`config.mk`:
```
export PLATFORM = sky130hd
export DESIGN_NAME = instr_fetch
export DESIGN_NICKNAME = d
export VERILOG_FILES = /design/src/rtl/cu_pkg.sv /design/src/rtl/fetch_fifo.sv /design/src/rtl/instr_fetch.sv
export SDC_FILE = /design/constraint.sdc
export NUM_CORES = 1
export LEC_CHECK = 0
export ABC_AREA = 1
export BUFFER_PORTS_ARGS = -buffer_cell sky130_fd_sc_hd__buf_2
export CAP_MARGIN = 20
export CORE_UTILIZATION = 45
export CTS_CLUSTER_SIZE = 12
export DETAILED_ROUTE_END_ITERATION = 7
export GPL_ROUTABILITY_DRIVEN = 1
export PLACE_DENSITY = 0.73
export SLEW_MARGIN = 20
export SYNTH_ARGS = -nofsm -noshare
export SYNTH_HDL_FRONTEND = slang
export SYNTH_SLANG_ARGS = --single-unit
```
`constraint.sdc`:
```
create_clock -name clk -period 4.8 [get_ports clk]
set_input_delay 0.96 -clock clk [delete_from_list [all_inputs] [get_ports clk]]
set_output_delay 0.96 -clock clk [all_outputs]
set_load 0.01 [all_outputs]
```
`src/rtl/cu_pkg.sv`:
```
// Shared control-unit types: instruction register layout and fetch FSM states.
package cu_pkg;

  typedef struct packed {
    logic [7:0]  opcode;
    logic [3:0]  rd;
    logic [3:0]  rs;
    logic [15:0] imm;
  } ir_t;

  typedef enum logic {
    FETCH = 1'b0,
    DRAIN = 1'b1
  } fetch_state_e;

  localparam int PC_W  = 16;
  localparam int IR_W  = 32;
  localparam int ENT_W = IR_W + PC_W;

endpackage

```
`src/rtl/fetch_fifo.sv`:
```
// Prefetch buffer of {instruction, pc} entries with occupancy count and flush.
module fetch_fifo #(
  parameter int DEPTH = 2,
  parameter int W     = 48
) (
  input  logic                     clk,
  input  logic                     rst_n,
  input  logic                     flush_i,
  input  logic                     push_i,
  input  logic [W-1:0]             data_i,
  input  logic                     pop_i,
  output logic [W-1:0]             data_o,
  output logic [$clog2(DEPTH):0]   count_o
);
  localparam int AW = $clog2(DEPTH);
  localparam int CW = AW + 1;

  logic [W-1:0]  mem_q [DEPTH];
  logic [AW-1:0] rd_ptr_q, wr_ptr_q;
  logic [CW-1:0] count_q;
  logic          do_push, do_pop;

  // A full buffer still accepts a push when the head leaves in the same cycle.
  assign do_pop  = pop_i && (count_q != '0);
  assign do_push = push_i && ((count_q != CW'(DEPTH)) || do_pop);

  always_ff @(posedge clk or negedge rst_n) begin
    if (!rst_n) begin
      rd_ptr_q <= '0;
      wr_ptr_q <= '0;
      count_q  <= '0;
    end else if (flush_i) begin
      rd_ptr_q <= '0;
      wr_ptr_q <= '0;
      count_q  <= '0;
    end else begin
      if (do_push) wr_ptr_q <= wr_ptr_q + AW'(1);
      if (do_pop)  rd_ptr_q <= rd_ptr_q + AW'(1);
      count_q <= count_q + CW'(do_push) - CW'(do_pop);
    end
  end

  always_ff @(posedge clk) begin
    if (do_push && !flush_i) mem_q[wr_ptr_q] <= data_i;
  end

  assign data_o  = (count_q != '0) ? mem_q[rd_ptr_q] : '0;
  assign count_o = count_q;

endmodule

```
`src/rtl/instr_fetch.sv`:
```
// Instruction fetch: PC, credit-limited memory requests, prefetch buffer and redirect handling.
module instr_fetch
  import cu_pkg::*;
#(
  parameter int          DEPTH    = 2,
  parameter logic [15:0] RESET_PC = 16'h0000
) (
  input  logic        clk,
  input  logic        rst_n,
  output logic        mem_req,
  output logic [15:0] mem_addr,
  input  logic        mem_ack,
  input  logic [31:0] mem_rdata,
  input  logic        redirect_valid,
  input  logic [15:0] redirect_pc,
  output logic        ir_valid,
  input  logic        ir_ready,
  output ir_t         ir,
  output logic [15:0] ir_pc
);
  localparam int CW = $clog2(DEPTH) + 1;

  fetch_state_e      state_q, state_d;
  logic [PC_W-1:0]   fetch_pc_q, fetch_pc_d;
  logic [PC_W-1:0]   target_q, target_d;
  logic              outstanding_q;
  logic              run_q;
  logic [CW-1:0]     count;
  logic              credit, accept, push, pop;
  logic [ENT_W-1:0]  head;

  // run_q keeps the request line quiet until the first edge after reset release.
  assign credit   = (count + CW'(outstanding_q)) < CW'(DEPTH);
  assign mem_req  = run_q && (outstanding_q || ((state_q == FETCH) && credit));
  assign mem_addr = fetch_pc_q;
  assign accept   = mem_req && mem_ack;
  assign ir_valid = (count != '0);
  assign pop      = ir_valid && ir_ready;
  assign ir       = ir_t'(head[ENT_W-1:PC_W]);
  assign ir_pc    = head[PC_W-1:0];

  always_comb begin
    state_d    = state_q;
    fetch_pc_d = fetch_pc_q;
    target_d   = target_q;
    push       = 1'b0;
    unique case (state_q)
      FETCH: begin
        if (redirect_valid) begin
          if (mem_req && !mem_ack) begin
            state_d  = DRAIN;
            target_d = redirect_pc;
          end else begin
            fetch_pc_d = redirect_pc;
          end
        end else if (accept) begin
          push       = 1'b1;
          fetch_pc_d = fetch_pc_q + 16'd1;
        end
      end
      DRAIN: begin
        // The stale request completes here; its data is discarded.
        if (redirect_valid) target_d = redirect_pc;
        if (accept) begin
          state_d    = FETCH;
          fetch_pc_d = redirect_valid ? redirect_pc : target_q;
        end
      end
      default: state_d = FETCH;
    endcase
  end

  always_ff @(posedge clk or negedge rst_n) begin
    if (!rst_n) begin
      state_q       <= FETCH;
      fetch_pc_q    <= RESET_PC;
      target_q      <= '0;
      outstanding_q <= 1'b0;
      run_q         <= 1'b0;
    end else begin
      state_q       <= state_d;
      fetch_pc_q    <= fetch_pc_d;
      target_q      <= target_d;
      outstanding_q <= mem_req && !mem_ack;
      run_q         <= 1'b1;
    end
  end

  fetch_fifo #(
    .DEPTH (DEPTH),
    .W     (ENT_W)
  ) u_fifo (
    .clk     (clk),
    .rst_n   (rst_n),
    .flush_i (redirect_valid),
    .push_i  (push),
    .data_i  ({mem_rdata, mem_addr}),
    .pop_i   (pop),
    .data_o  (head),
    .count_o (count)
  );

endmodule
```
==> flow_summary.yaml <==
clock_network:
  root_buffer: "clkbuf_16"
  cts_hold_buf: 0
  clkSlewWorstSetupHoldPaths_ps: 60
  htree_levels: 4
  cts-buffers-inserted: 17
  tritoncts: "done"
  clkLatencyLatePin_ps: 420
  clock_sink_count: 135
  cts_resized: 0
  postCtsSetupBuffers: 0
  clock_path_buffers: 2
yosys:
  mappedNetlistArea_um2: 5990
  syn-num-nets: 671
  netlist.area_leader.share_pct: 48.1
  yosysUniqueCellTypes: 31
  seq_area_frac_synth_pct: 64.4
  ys.flop_type: "edfxtp_1"
  synth_edf_count: 96
  ys_ff_latch: 135
  synthTopCellsByArea: "edfxtp_1, dfrtp_1, nand2_1"
  syn_inst: 615
  synth_warnings: 0
  avgSynthCellArea_um2: 9.74
  synth.largest_area_cell: "edfxtp_1"
  synthArstFlopShare_pct: 28.9
place:
  io_buffers: 118
  dp.cells: 884
  dp_slack_ps: 1710
  dp_hpwl_mm: 8.97
  gp_congestion: 0.858
power:
  p_per_area_nw_per_um2: 593
  pwr-share-clk_pct: 27.8
  power_frac_comb_pct: 32.7
  sw_frac_of_total_pct: 36.9
  seqPwrFrac_pct: 39.6
  power.internal_uw: 2730
  report.power.total_uw: 4330
  peakVddDrop_mv: 0.255
  power_leakage_uw: 0.00325
  p_sw_uw: 1600
setup_path:
  cp_max_fo: 51
  required_ps: 3840
  cp-end-kind: "primary output"
  cp.buffers_inverters: 4
  crit_type: "reg -> out"
  path_cells: "buf_4 -> inv_1 -> buf_4 -> nand2_1 -> a21oi_1 -> buf_2"
  cp.arrival_ps: 2530
  cp_top_family: "buffers and inverters"
  crit_path_frequent_cell: "buf_4"
  worstSetupStartpointType: "register"
  slowest_delay_ps: 690
  crit_path_top_delay_cell: "inv_1"
sta:
  finalSetupViolCount: 0
  fin_ws_ps: 1310
  rsz0062_at_grt: "false"
  max_freq_ghz: 0.287
  final.setup.tns_ps: 0
  period_needed_ps: 3490
  min_period_over_period_pct: 72.6
  drv_slew: 0
  skew_ps: 11.4
  hold_violations: 0
  relSlewSlack_pct: 40.2
  worst_slew_pin_slew_ps: 897
route:
  routedWlPerCell_um: 14.6
  viasPerCell: 5.13
  drt-pass1-iter-count: 4
  wirelength_mm: 13.3
  postRouteAntennaNets: 0
  drtIter0Drc: 336
  drc: 0
  route.vias.total: 4700
die:
  io_pins: 119
  num_rows: 41
  die_area_um2: 13800
  die_x_um: 117
  fp.coreArea_um2: 12800
  initial_utilization_pct: 46.7
  die_h_um: 117
layout:
  area_growth_syn_to_layout_pct: 21.9
  final_cell_mix: "nand2_1, buf_2, edfxtp_1, a21oi_1, nor2_1"
  regArea_um2: 3860
  num-nets-final: 788
  diodes: 0
  drive_gt1_share_pct: 22.6
  multi_input_area_um2: 1840
  final_common_cell: "nand2_1"
  fin_cells: 916
  num-fill-cells: 1111
worst_hold_path:
  min_path_type: "reg -> reg"
global_routing:
  grt_max_degree: 52
  first_global_vias: 4353
  grt_pass1_wl_mm: 21.5
  antenna_found_initial: 0
  grt_use_total_pct: 19.8
  gr-total-overflow: 0
flow_run:
  cap_violations: 0
outcome:
  status: "complete, no violations"
-- cell type report --
class | instances | share of cell area (%)
flip-flops and latches | 135 | 52.9
multi-input cells | 407 | 25.2
repair buffers | 126 | 9.18
clock buffers | 21 | 6.03
well taps | 172 | 2.95
inverters | 45 | 2.31
clock inverters | 10 | 1.46
-- sequential cells by signal, indices dropped and copies added (netlist names) --
signal,cells
mem_addr,16
u_fifo.wr_ptr_q,1
target_q,16
u_fifo.count_o,2
u_fifo.mem_q,96
u_fifo.rd_ptr_q,1
outstanding_q,1
state_q,1
run_q,1
-- power groups by stage --
stage	clock (uW)	sequential, uW	combinational (uW)
after floorplan	0	1680	935
after global placement	0	1720	1340
after detailed placement	0	1730	1380
after CTS	1220	1710	1390
after global routing	1280	1740	1580
final	1200	1710	1410
-- logic make-up (layout without fill, tap and decap cells) --
group / count (synthesis) / count (layout) / synth area share (%)
DFF: 135 / 135 / 64.4
other: 1 / 1 / 0.0626
xor gates and xnor gates: 2 / 2 / 0.292
AOI/OAI and AO/OA: 98 / 98 / 8.73
and+or+nand+nor: 303 / 303 / 20.6
buffers and inverters: 73 / 202 / 5.26
adders and majority gates: 3 / 3 / 0.627
-- metrics by stage --
step | hold WS (ps) | instance area [um^2] | util, %
floorplan | 442 | 5990 | -
global placement | 461 | 6730 | 52.5
detailed placement | 469 | 6730 | 52.5
CTS | 484 | 7270 | 56.7
global route | 505 | 7300 | 56.9
finish | 486 | 7300 | 56.9
-- worst register-to-register path: stages (launching register included) --
cell and delay [ps]:
dfrtp_1 570, o21bai_2 220, nand2_2 150, nor2_4 150
nand3_1 210, nor2_4 440, buf_4 360
-- metal layers --
metal | part of all wire (%) | GRT usage, %
met1 | 46 | 27.3
met2 | 46 | 30.3
met3 | 6.4 | 4.47
met4 | 1.6 | 8.28
met5 | 0 | 0
-- synth_stat cells, types with 12 or more instances --
cell type	instances
nand3_1	42
nor2_1	47
nand2_1	199
dfrtp_1	39
buf_2	12
o21ai_0	21
inv_1	42
clkbuf_1	12
a21oi_1	63
edfxtp_1	96
-- final timing paths --
path / from / to / slack, ps / cells past startpoint
max in group asynchronous: rst_n / u_fifo.rd_ptr_q / 3490 / 1
max: u_fifo.rd_ptr_q / ir[15] / 1310 / 6
min in group asynchronous: rst_n / target_q[14] / 670 / 1
min reg2reg: target_q[6] / target_q[6] / 490 / 2
max reg2reg: state_q / u_fifo.mem_q[0][25] / 2370 / 6
min: target_q[6] / target_q[6] / 490 / 2
Note: power is estimated with default switching activity, not from simulation.
